## config.mk

```make
export PLATFORM = sky130hd
export DESIGN_NAME = nibble_stream_bridge
export DESIGN_NICKNAME = d
export VERILOG_FILES = /design/src/rtl/nibble_stream_bridge.sv
export SDC_FILE = /design/constraint.sdc
export NUM_CORES = 1
export LEC_CHECK = 0
export ABC_AREA = 1
export BUFFER_PORTS_ARGS = -buffer_cell sky130_fd_sc_hd__buf_4
export CAP_MARGIN = 10
export CORE_MARGIN = 4
export CORE_UTILIZATION = 62
export CTS_BUF_LIST = sky130_fd_sc_hd__clkbuf_4 sky130_fd_sc_hd__clkbuf_8
export DETAILED_ROUTE_END_ITERATION = 6
export GPL_ROUTABILITY_DRIVEN = 0
export MAX_ROUTING_LAYER = met4
export PLACE_DENSITY_LB_ADDON = 0.15
export SLEW_MARGIN = 30
export SYNTH_ARGS = -nofsm -noshare
export SYNTH_HDL_FRONTEND = slang
export SYNTH_SLANG_ARGS = --single-unit
```

## constraint.sdc

```tcl
create_clock -name sys_clk -period 3.4 [get_ports sys_clk]
set_clock_uncertainty 0.05 [all_clocks]
set_input_delay 0.68 -clock sys_clk [delete_from_list [all_inputs] [get_ports sys_clk]]
set_output_delay 0.68 -clock sys_clk [all_outputs]
set_load 0.01 [all_outputs]
```

## src/rtl/nibble_stream_bridge.sv

```systemverilog
// nibble_stream_bridge
//   Serial front end for the dial-solver cores. Input beats (MSB beat first)
//   are deserialised into a WORD_W command word plus a direction bit and
//   offered to the core over a valid/ready handshake. A result word taken from
//   the core is serialised back out MSB beat first, with first/last markers.
//   Both paths run on sys_clk and are fully independent.
//
//   Optional feature macro: NIBBLE_BRIDGE_PARITY_EN
//     defined   -> each output frame gets one trailing beat whose bit 0 is the
//                  XOR of all result bits (other bits 0); out_last moves there.
//     undefined -> frame is exactly WORD_W/OUT_W beats, no parity logic.
//
//   Parameters: IN_W, OUT_W beat widths; WORD_W word width (integer multiple
//   of both, and at least two beats on each side).
//
//   Ports:
//     sys_clk, rst (async, active low)
//     in_valid/in_data/in_dir/in_abort -> in_ready       input beat stream
//     cmd_valid/cmd_data/cmd_dir       <- cmd_ready      command to core
//     res_valid/res_data               -> res_ready      result from core
//     out_valid/out_data/out_first/out_last <- out_ready output beat stream
module nibble_stream_bridge #(
    parameter int IN_W   = 4,
    parameter int OUT_W  = 4,
    parameter int WORD_W = 32
) (
    input  logic              sys_clk,
    input  logic              rst,
    input  logic              in_valid,
    input  logic [IN_W-1:0]   in_data,
    input  logic              in_dir,
    input  logic              in_abort,
    output logic              in_ready,
    output logic              cmd_valid,
    output logic [WORD_W-1:0] cmd_data,
    output logic              cmd_dir,
    input  logic              cmd_ready,
    input  logic              res_valid,
    input  logic [WORD_W-1:0] res_data,
    output logic              res_ready,
    output logic              out_valid,
    output logic [OUT_W-1:0]  out_data,
    output logic              out_first,
    output logic              out_last,
    input  logic              out_ready
);

    localparam int IN_BEATS  = WORD_W / IN_W;
    localparam int OUT_BEATS = WORD_W / OUT_W;
`ifdef NIBBLE_BRIDGE_PARITY_EN
    localparam int FRAME_BEATS = OUT_BEATS + 1;
`else
    localparam int FRAME_BEATS = OUT_BEATS;
`endif
    localparam int IN_CNT_W  = $clog2(IN_BEATS + 1);
    localparam int OUT_CNT_W = $clog2(FRAME_BEATS + 1);

    localparam logic [0:0] S_COLLECT = 1'b0;
    localparam logic [0:0] S_HOLD    = 1'b1;
    localparam logic [0:0] S_IDLE    = 1'b0;
    localparam logic [0:0] S_SEND    = 1'b1;

    // ---------------------------------------------------------------- input
    // sh_q only keeps the beats before the final one; the final beat is
    // appended on the fly when the command word is loaded.
    logic [0:0]             in_st_q, in_st_d;
    logic [IN_CNT_W-1:0]    in_cnt_q, in_cnt_d;
    logic [WORD_W-IN_W-1:0] sh_q, sh_d;
    logic                   dir_q, dir_d;
    logic                   in_ready_q, in_ready_d;
    logic                   cmd_valid_q, cmd_valid_d;
    logic [WORD_W-1:0]      cmd_data_q, cmd_data_d;
    logic                   cmd_dir_q, cmd_dir_d;
    logic [WORD_W-1:0]      sh_full;

    assign sh_full = {sh_q, in_data};

    always_comb begin
        in_st_d     = in_st_q;
        in_cnt_d    = in_cnt_q;
        sh_d        = sh_q;
        dir_d       = dir_q;
        in_ready_d  = in_ready_q;
        cmd_valid_d = cmd_valid_q;
        cmd_data_d  = cmd_data_q;
        cmd_dir_d   = cmd_dir_q;
        case (in_st_q)
            S_COLLECT: begin
                in_ready_d = 1'b1;
                if (in_abort) begin
                    // abort wins over a same-cycle beat
                    in_cnt_d = '0;
                    sh_d     = '0;
                end else if (in_valid && in_ready_q) begin
                    sh_d = sh_full[WORD_W-IN_W-1:0];
                    if (in_cnt_q == '0) dir_d = in_dir;
                    if (in_cnt_q == IN_CNT_W'(IN_BEATS - 1)) begin
                        cmd_data_d  = sh_full;
                        cmd_dir_d   = dir_q;
                        cmd_valid_d = 1'b1;
                        in_ready_d  = 1'b0;
                        in_cnt_d    = '0;
                        in_st_d     = S_HOLD;
                    end else begin
                        in_cnt_d = in_cnt_q + IN_CNT_W'(1);
                    end
                end
            end
            default: begin
                // HOLD: cmd_valid is high here; abort is deliberately ignored
                if (cmd_ready) begin
                    cmd_valid_d = 1'b0;
                    in_ready_d  = 1'b1;
                    in_st_d     = S_COLLECT;
                end
            end
        endcase
    end

    always_ff @(posedge sys_clk or negedge rst) begin
        if (!rst) begin
            in_st_q     <= S_COLLECT;
            in_cnt_q    <= '0;
            sh_q        <= '0;
            dir_q       <= 1'b0;
            in_ready_q  <= 1'b0;
            cmd_valid_q <= 1'b0;
            cmd_data_q  <= '0;
            cmd_dir_q   <= 1'b0;
        end else begin
            in_st_q     <= in_st_d;
            in_cnt_q    <= in_cnt_d;
            sh_q        <= sh_d;
            dir_q       <= dir_d;
            in_ready_q  <= in_ready_d;
            cmd_valid_q <= cmd_valid_d;
            cmd_data_q  <= cmd_data_d;
            cmd_dir_q   <= cmd_dir_d;
        end
    end

    assign in_ready  = in_ready_q;
    assign cmd_valid = cmd_valid_q;
    assign cmd_data  = cmd_data_q;
    assign cmd_dir   = cmd_dir_q;

    // --------------------------------------------------------------- output
    // out_data_q holds the beat on the wire; snap_q holds the beats still to
    // come, left-aligned.
    logic [0:0]              out_st_q, out_st_d;
    logic [OUT_CNT_W-1:0]    out_cnt_q, out_cnt_d, out_nxt;
    logic [WORD_W-OUT_W-1:0] snap_q, snap_d;
    logic                    res_ready_q, res_ready_d;
    logic                    out_valid_q, out_valid_d;
    logic [OUT_W-1:0]        out_data_q, out_data_d;
    logic                    out_first_q, out_first_d;
    logic                    out_last_q, out_last_d;
`ifdef NIBBLE_BRIDGE_PARITY_EN
    logic                    par_q, par_d;
`endif

    assign out_nxt = out_cnt_q + OUT_CNT_W'(1);

    always_comb begin
        out_st_d    = out_st_q;
        out_cnt_d   = out_cnt_q;
        snap_d      = snap_q;
        res_ready_d = res_ready_q;
        out_valid_d = out_valid_q;
        out_data_d  = out_data_q;
        out_first_d = out_first_q;
        out_last_d  = out_last_q;
`ifdef NIBBLE_BRIDGE_PARITY_EN
        par_d       = par_q;
`endif
        case (out_st_q)
            S_IDLE: begin
                res_ready_d = 1'b1;
                if (res_valid && res_ready_q) begin
                    out_st_d    = S_SEND;
                    res_ready_d = 1'b0;
                    out_valid_d = 1'b1;
                    out_first_d = 1'b1;
                    out_last_d  = (FRAME_BEATS == 1);
                    out_data_d  = res_data[WORD_W-1 -: OUT_W];
                    snap_d      = res_data[WORD_W-OUT_W-1:0];
                    out_cnt_d   = '0;
`ifdef NIBBLE_BRIDGE_PARITY_EN
                    par_d       = ^res_data;
`endif
                end
            end
            default: begin
                // SEND: out_valid is high here
                if (out_ready) begin
                    if (out_last_q) begin
                        out_st_d    = S_IDLE;
                        out_valid_d = 1'b0;
                        out_first_d = 1'b0;
                        out_last_d  = 1'b0;
                        out_data_d  = '0;
                        out_cnt_d   = '0;
                        res_ready_d = 1'b1;
                    end else begin
                        out_cnt_d   = out_nxt;
                        out_first_d = 1'b0;
                        out_last_d  = (out_nxt == OUT_CNT_W'(FRAME_BEATS - 1));
                        out_data_d  = snap_q[WORD_W-OUT_W-1 -: OUT_W];
                        snap_d      = snap_q << OUT_W;
`ifdef NIBBLE_BRIDGE_PARITY_EN
                        if (out_nxt == OUT_CNT_W'(OUT_BEATS)) out_data_d = OUT_W'(par_q);
`endif
                    end
                end
            end
        endcase
    end

    always_ff @(posedge sys_clk or negedge rst) begin
        if (!rst) begin
            out_st_q    <= S_IDLE;
            out_cnt_q   <= '0;
            snap_q      <= '0;
            res_ready_q <= 1'b0;
            out_valid_q <= 1'b0;
            out_data_q  <= '0;
            out_first_q <= 1'b0;
            out_last_q  <= 1'b0;
`ifdef NIBBLE_BRIDGE_PARITY_EN
            par_q       <= 1'b0;
`endif
        end else begin
            out_st_q    <= out_st_d;
            out_cnt_q   <= out_cnt_d;
            snap_q      <= snap_d;
            res_ready_q <= res_ready_d;
            out_valid_q <= out_valid_d;
            out_data_q  <= out_data_d;
            out_first_q <= out_first_d;
            out_last_q  <= out_last_d;
`ifdef NIBBLE_BRIDGE_PARITY_EN
            par_q       <= par_d;
`endif
        end
    end

    assign res_ready = res_ready_q;
    assign out_valid = out_valid_q;
    assign out_data  = out_data_q;
    assign out_first = out_first_q;
    assign out_last  = out_last_q;

endmodule

```

# Yosys cells after proc, flatten, opt, wreduce, memory -nomap -nowiden
# Cells that the tools add are included.
# op_classes
n_addsub,2
n_eq_ne,7
n_mux,50
bitwise,2
reduce_logical,15
# op_table
cell,count
$mux 28,6
$mux 4,11
$mux 1,33
$reduce_and 4->1,3
$add 4x1->4 const B,2
$eq 4x3->1 const B,2
$reduce_bool 2->1,4
$ne 2x2->1 const B,3
$reduce_and 2->1,3
$reduce_and 3->1,2
$logic_not 4->1,1
$ne 2x1->1 const B,2
$logic_and 1x1->1,2
$not 1->1,2
# word_totals
reg_bits,110
elab_cells,92

# Depth between registers and ports, before layout
# Gate-level depths: netlist of the first run.
# logic_depth
word_depth,5
ltp_mapped,8
mapped_depth_nobuf,7

# Worst setup path after synthesis of the first run
# Ideal clock, no wire load.
# synth_path
path_type,input port to flip-flop
startpoint,in in_valid
endpoint,reg cmd_data_q[10] (netlist: cmd_data[10])
arrival_time_ps,1330
required_time_ps,3234
setup_slack_ps,1903
stages,6
n_path_buf,1
cell_sequence,nand2_1 -> nor3_4 -> nand2_2 -> buf_2 -> nand2_1 -> nand2_1
# synth_between
elab_chain_len,2
# synth_lines
element,line_no,source
from (decl),29,"input logic in_valid,"
$logic_and 1x1->1,94,end else if (in_valid && in_ready_q) begin
$reduce_and 4->1 (no line),n/a,
to (signal assigned),137,cmd_data_q <= cmd_data_d;
to (decl),72,"logic [WORD_W-1:0] cmd_data_q, cmd_data_d;"
# No other way between the ends.
# A chain may end at the register's enable or synchronous reset.

# Worst setup path after layout of the first run
# layout_path
startpoint,reg out_st_q
endpoint,reg snap_q[18]
# layout_between
elab_chain_len,2
word_cells_on_any_way,5
classes_between,eq/ne (2); mux (1); reduce/logical (2)
# layout_lines
element,line_no,source
from (decl),150,"logic [0:0] out_st_q, out_st_d;"
from (signal assigned),233,out_st_q <= out_st_d;
$ne 2x2->1 (no line) or $reduce_bool 2->1 (tied branches),n/a,
$reduce_and 3->1 (no line),n/a,
to (signal assigned),235,snap_q <= snap_d;
to (decl),152,"logic [WORD_W-OUT_W-1:0] snap_q, snap_d;"
# Parallel ways exist; a longest one is shown, timed or not.

==> impl_metrics.toml, run 1 <==
[job]
cap_violations = 0

[clock_tree]
holdBufCountCts = 0
htree_levels = 3
cts_buffer_depth = 2
post_cts_buffers = 0
cts_tree = "yes"
clk_pin_slew_ps = 100
cts_resized = 0
cts.sinks = 110
cts_buffers = 9
clock_latency_ps = 360
cts_root_buffer = "clkbuf_8"

[grt]
antenna_found_initial = 0
grt_usage = 0.227
overflow = 0
grt_max_degree = 57
grt_pass1_vias = 3645
grt_pass1_wl_mm = 15.9

[floorplan]
fp.coreArea_um2 = 7330
die-area_um2 = 9090
die_y_um = 95.3
io-pin-count = 87
die_width_um = 95.3
rows = 31
initial_core_util = 0.645

[synthesis]
synth_cells = 565
ys_async_sr_fraction = 1.00
ys_warn_count = 0
ys_seq_elements = 110
synth_edf_count = 0
synth_cell_types = 23
yosys.area.top_type = "dfrtp_1"
netlist_top_cells_count = "300 x nand2_1, 110 x dfrtp_1, 33 x o21ai_0"
syn_area_per_cell_um2 = 8.37
syn-num-nets = 613
synthTopCellsByArea = "dfrtp_1 58%, nand2_1 24%, o21ai_0 3.5%"
synth_seq_area_share = 0.582
yosysMostFrequentCell = "nand2_1"
yosysTopAreaCellShare = 0.582
netlist_area_um2 = 4730
synth-main-ff-cell = "dfrtp_1"

[finish]
postLayoutCoreUtil = 0.758
diodes = 0
seq_area_um2 = 2750
multiInputGateArea_um2 = 1680
drive_gt1_frac = 0.181
final_nets = 689
final.fill_count = 551
synthToLayoutAreaGrowth_pct = 17.5

[routing]
drtAntennaViolNets = 0
viasPerCell = 5.05
vias = 3762
first_pass_iters = 5
post-route-drc-count = 0
drt-wirelength-per-cell_um = 12.4
routed_wl_mm = 9.27
drt_first_iter_violations = 190

[placed_design]
dp_hpwl_mm = 6.23
portBuffers = 86

[worst_setup_path]
criticalPathCategory = "reg2reg"
cp.required_ps = 3640
cp_slowest_cell = "dfrtp_1"
start_kind = "register"
setup.worst_path.start = "out_st_q$_DFF_PN0_"
critical_path.cell_chain = "nand3_1 > nand2_1 > buf_4 > nor2_1 > a21oi_1"
reg2reg_from = "out_st_q$_DFF_PN0_"
endpoint_kind = "register"
cpPeakStageDelay_ps = 710
cp.arrival_ps = 2140
worstPathMaxFanout = 56

[sta]
tns_ps = 0
rsz0062_at_grt = "no"
slew_headroom = 0.511
hold_violations = 0
layout_worst_path_cycle_share = 0.561
slew_violations = 0
fmax_mhz = 525
hold_slack_ps = 279
finalCriticalPeriod_ps = 1910
setup_viol = 0
tightest_slew_ps = 732

[status]
status = "completed"

[hold_path]
hold_path_class = "in2async"

[power]
p_leak_nw = 3.09
p_per_area_nw_per_um2 = 591
vdd_drop_max_v = 0.000407
through the flow:
stage	instances	total power, mW	cell area [um^2]	setup WS [ps]
after CTS	745	3.30	5560	1480
after global routing	745	3.52	5560	1280
after detailed placement	729	2.54	5360	1140
after global placement	729	2.50	5360	1200
final	745	3.28	5560	1490
after floorplan	565	2.32	4730	1900
critical path: cells and delay by family (launching register included):
family                 cells  cell delay (ps)
AND/OR/NAND/NOR            3              510
AO/OA/AOI/OAI              1              120
flip-flops                 1              710
buffers and inverters      1              420
where the power goes:
group	leakage [nW]	switching (mW)	internal, mW
Clock	0.0960	0.431	0.343
Combinational	1.54	0.507	0.331
Sequential	1.46	0.130	1.54
Total	3.09	1.07	2.21
cells in the final DEF (no fill, tap or decap), types with 3 or more instances in the layout:
cell,netlist,layout
a21oi_1,10,10
buf_4,3,91
clkbuf_8,0,9
dfrtp_1,110,110
ha_1,4,4
inv_1,31,31
nand2_1,300,299
nand2_2,2,3
nand3_1,16,16
nand4_1,3,3
nor2_1,10,10
o21a_1,4,4
o21ai_0,33,33
o21ai_1,7,7
flip-flops by register name, indices dropped and copies added (netlist names):
signal and cells:
out_valid 1, snap_q 28, cmd_valid 1, sh_q 28, cmd_data 32, res_ready 1, in_ready 1, out_cnt_q 4
in_st_q 1, out_first 1, in_cnt_q 4, out_st_q 1, dir_q 1, cmd_dir 1, out_data 4, out_last 1
kinds of logic after synthesis:
group,Yosys count,synth area share
DFF,110,0.582
buffers and inverters,59,0.0638
AOI/OAI and AO/OA,55,0.0606
and+or+nand+nor,337,0.283
adders and majority gates,4,0.0106
layout make-up:
type	count	area share
flip-flops and latches	110	0.495
multi-input cells	396	0.302
repair buffers	91	0.123
clock buffers	9	0.0223
inverters	33	0.0223
well taps	99	0.0223
clock inverters	7	0.0131
per-layer routing:
metal	GRT usage	routed length, um
met2	0.363	4480
met4	0.0613	126
met5	-	0
met3	0.0474	454
met1	0.298	4210
final timing paths:
| kind | end | slack, ps | cells after the start |
|---|---|---|---|
| max | snap_q[18]$_DFFE_PN0P_ | 1490 | 5 |
| min | cmd_dir$_DFFE_PN0P_ | 280 | 1 |
| max reg2reg | snap_q[18]$_DFFE_PN0P_ | 1490 | 5 |
| min reg2reg | dir_q$_DFFE_PN0P_ | 440 | 2 |
| max in group asynchronous | sh_q[1]$_DFFE_PN0P_ | 2170 | 2 |
| min in group sys_clk | dir_q$_DFFE_PN0P_ | 440 | 2 |
No activity file was read; power rests on OpenSTA's default activity.
==> run 2: changes to the inputs <==
--- a/config.mk
+++ b/config.mk
@@ -9,7 +9,7 @@
 export BUFFER_PORTS_ARGS = -buffer_cell sky130_fd_sc_hd__buf_4
 export CAP_MARGIN = 10
 export CORE_MARGIN = 4
-export CORE_UTILIZATION = 62
+export CORE_UTILIZATION = 52
 export CTS_BUF_LIST = sky130_fd_sc_hd__clkbuf_4 sky130_fd_sc_hd__clkbuf_8
 export DETAILED_ROUTE_END_ITERATION = 6
 export GPL_ROUTABILITY_DRIVEN = 0
==> constraint.sdc (replaced) <==
create_clock -name sys_clk -period 1.64 [get_ports sys_clk]
set_clock_uncertainty 0.05 [all_clocks]
set_input_delay 0.328 -clock sys_clk [delete_from_list [all_inputs] [get_ports sys_clk]]
set_output_delay 0.328 -clock sys_clk [all_outputs]
set_load 0.01 [all_outputs]
==> run 2 against run 1 <==
- routed wire length grew 5.2%
- worst setup slack got worse by 1300 ps
- sequential share of layout area shrank 1.8 points
- non-clock buffer count increased by 11
- final cell count grew 2.7%
- critical endpoint is now cmd_data[7]$_DFFE_PN0P_
==> impl_metrics.toml, run 2 (same netlist as run 1, synthesis figures left out) <==
[clock_tree]
cts_resized = 0
cts_buffers = 9
post_cts_buffers = 0
clk_pin_slew_ps = 110
cts_buffer_depth = 2
cts_root_buffer = "clkbuf_8"
clock_latency_ps = 360
cts_tree = "yes"
htree_levels = 3
cts.sinks = 110

[power]
vdd_drop_max_v = 0.000561
swShare = 0.313
p_per_area_nw_per_um2 = 1260
clockPowerShare = 0.266
p_int_mw = 4.99
p_leak_nw = 3.19
p_comb_frac = 0.260
power.switching_mw = 2.28
seqPwrFrac = 0.474

[worst_setup_path]
cp.required_ps = 1890
setup.worst_path.start = "in_cnt_q[1]$_DFFE_PN0P_"
endpoint_kind = "register"
worstPathMaxFanout = 19
cp.buffers_inverters = 2
cpPeakStageDelay_ps = 430
reg2reg_from = "in_cnt_q[1]$_DFFE_PN0P_"
start_kind = "register"
cp.arrival_ps = 1720
critical_path.cell_chain = "ha_1 > nand2_2 > nor2_4 > inv_2 > nor2_4 > buf_4 > nand2_1 > nand2_1"
cp_slowest_cell = "dfrtp_1"
crit_family = "simple AND/OR/NAND/NOR gates"
criticalPathCategory = "reg2reg"

[sta]
finalCriticalPeriod_ps = 1470
layout_worst_path_cycle_share = 0.898
rsz0062_at_grt = "no"
slew_headroom = 0.776
tns_ps = 0
slew_violations = 0
fmax_mhz = 679
tightest_slew_ps = 335
hold_violations = 0
setup_viol = 0

[grt]
grt_usage = 0.206
antenna_found_initial = 0
grt_max_degree = 57
grt_pass1_wl_mm = 17.0
grt_pass1_vias = 3700
overflow = 0

[routing]
viasPerCell = 4.93
vias = 3771
first_pass_iters = 4
drt_first_iter_violations = 149
drt-wirelength-per-cell_um = 12.7
post-route-drc-count = 0
routed_wl_mm = 9.75
drtAntennaViolNets = 0

[finish]
final_cell_mix = "300 x nand2_1, 110 x dfrtp_1, 96 x buf_4"
synthToLayoutAreaGrowth_pct = 21.8
drive_gt1_frac = 0.192
final_nets = 700
fin_area_um2 = 5760
final.fill_count = 757
final_cell_count_no_fill = 765
layout_commonest_cell = "nand2_1"
multiInputGateArea_um2 = 1670
seq_area_um2 = 2750
diodes = 0
largest_register_ffs = 32

[placed_design]
portBuffers = 86
postPlaceCellArea_um2 = 5510
dp_cells = 748
dp_hpwl_mm = 6.64

[floorplan]
rows = 34
die_y_um = 103
die_width_um = 103
initial_core_util = 0.540
die-area_um2 = 10700
io-pin-count = 87
fp.coreArea_um2 = 8760

[hold_path]
hold_start = "in_data[0]"
hold_path_class = "in2reg"

[job]
cap_violations = 0

[status]
status = "completed"
run 2: changes by cell type in the layout (fill, tap and decap cells not counted), sizes merged:
cell         change
buf             +10
bufinv           +2
clkinvlp         -1
dlygate4sd3      +1
inv              -1
run 2: final cells by class:
class	count	share of cell area
Inverter	33	0.0215
Multi-Input combinational cell	396	0.291
Timing Repair Buffer	102	0.144
Clock inverter	7	0.0209
Sequential cell	110	0.478
Clock buffer	9	0.0215
Tap cell	108	0.0235
run 2: power by group through the flow:
stage | registers (mW) | logic (mW) | clock network [mW]
final | 3.44 | 1.89 | 1.93
after CTS | 3.45 | 1.91 | 1.99
after global placement | 3.48 | 1.82 | 0
after floorplan | 3.47 | 1.34 | 0
after global routing | 3.51 | 2.21 | 2.11
after detailed placement | 3.50 | 1.89 | 0
run 2: repair_timing:
| action | 4_1_cts | 5_1_grt |
|---|---|---|
| hold endpoints to repair | 20 | 0 |
| endpoints found under the setup margin | 0 | 0 |
| hold buffers | 1 | 0 |
run 2: metrics by stage:
stage / power [mW] / setup slack, ps / utilization / hold WS [ps]
floorplan: 4.81 / 351 / - / -17.6
CTS: 7.35 / 158 / 0.657 / 99.7
global route: 7.82 / 23.0 / 0.657 / 101
detailed placement: 5.39 / 182 / 0.628 / 205
global placement: 5.30 / 246 / 0.628 / 199
finish: 7.26 / 167 / 0.657 / 115
run 2: layer usage:
layer | share of wire | global-route usage | up-vias | wire [um]
met5 | 0 | - | - | 0
met1 | 0.46 | 0.278 | 1781 | 4480
met4 | 0.0066 | 0.0637 | 0 | 64
met2 | 0.49 | 0.322 | 66 | 4790
met3 | 0.042 | 0.0315 | 4 | 407
li1 | - | - | 1920 | -
run 2: worst paths after layout:
kind / endpoint / slack (ps) / cells after the start
setup / recovery: cmd_data[7]$_DFFE_PN0P_ / 170 / 8
hold / removal: cmd_data[0]$_DFFE_PN0P_ / 110 / 3
setup reg to reg: cmd_data[7]$_DFFE_PN0P_ / 170 / 8
hold reg to reg: cmd_data[29]$_DFFE_PN0P_ / 430 / 2
max in group asynchronous: cmd_data[22]$_DFFE_PN0P_ / 590 / 3
min in group asynchronous: cmd_data[28]$_DFFE_PN0P_ / 350 / 2
run 2: worst register-to-register path: cells and delay by family, from the launching register on:
family                     cells  cell delay, ps
buffers and inverters          2             300
and+or+nand+nor                5             440
adders and majority gates      1             200
DFF                            1             430
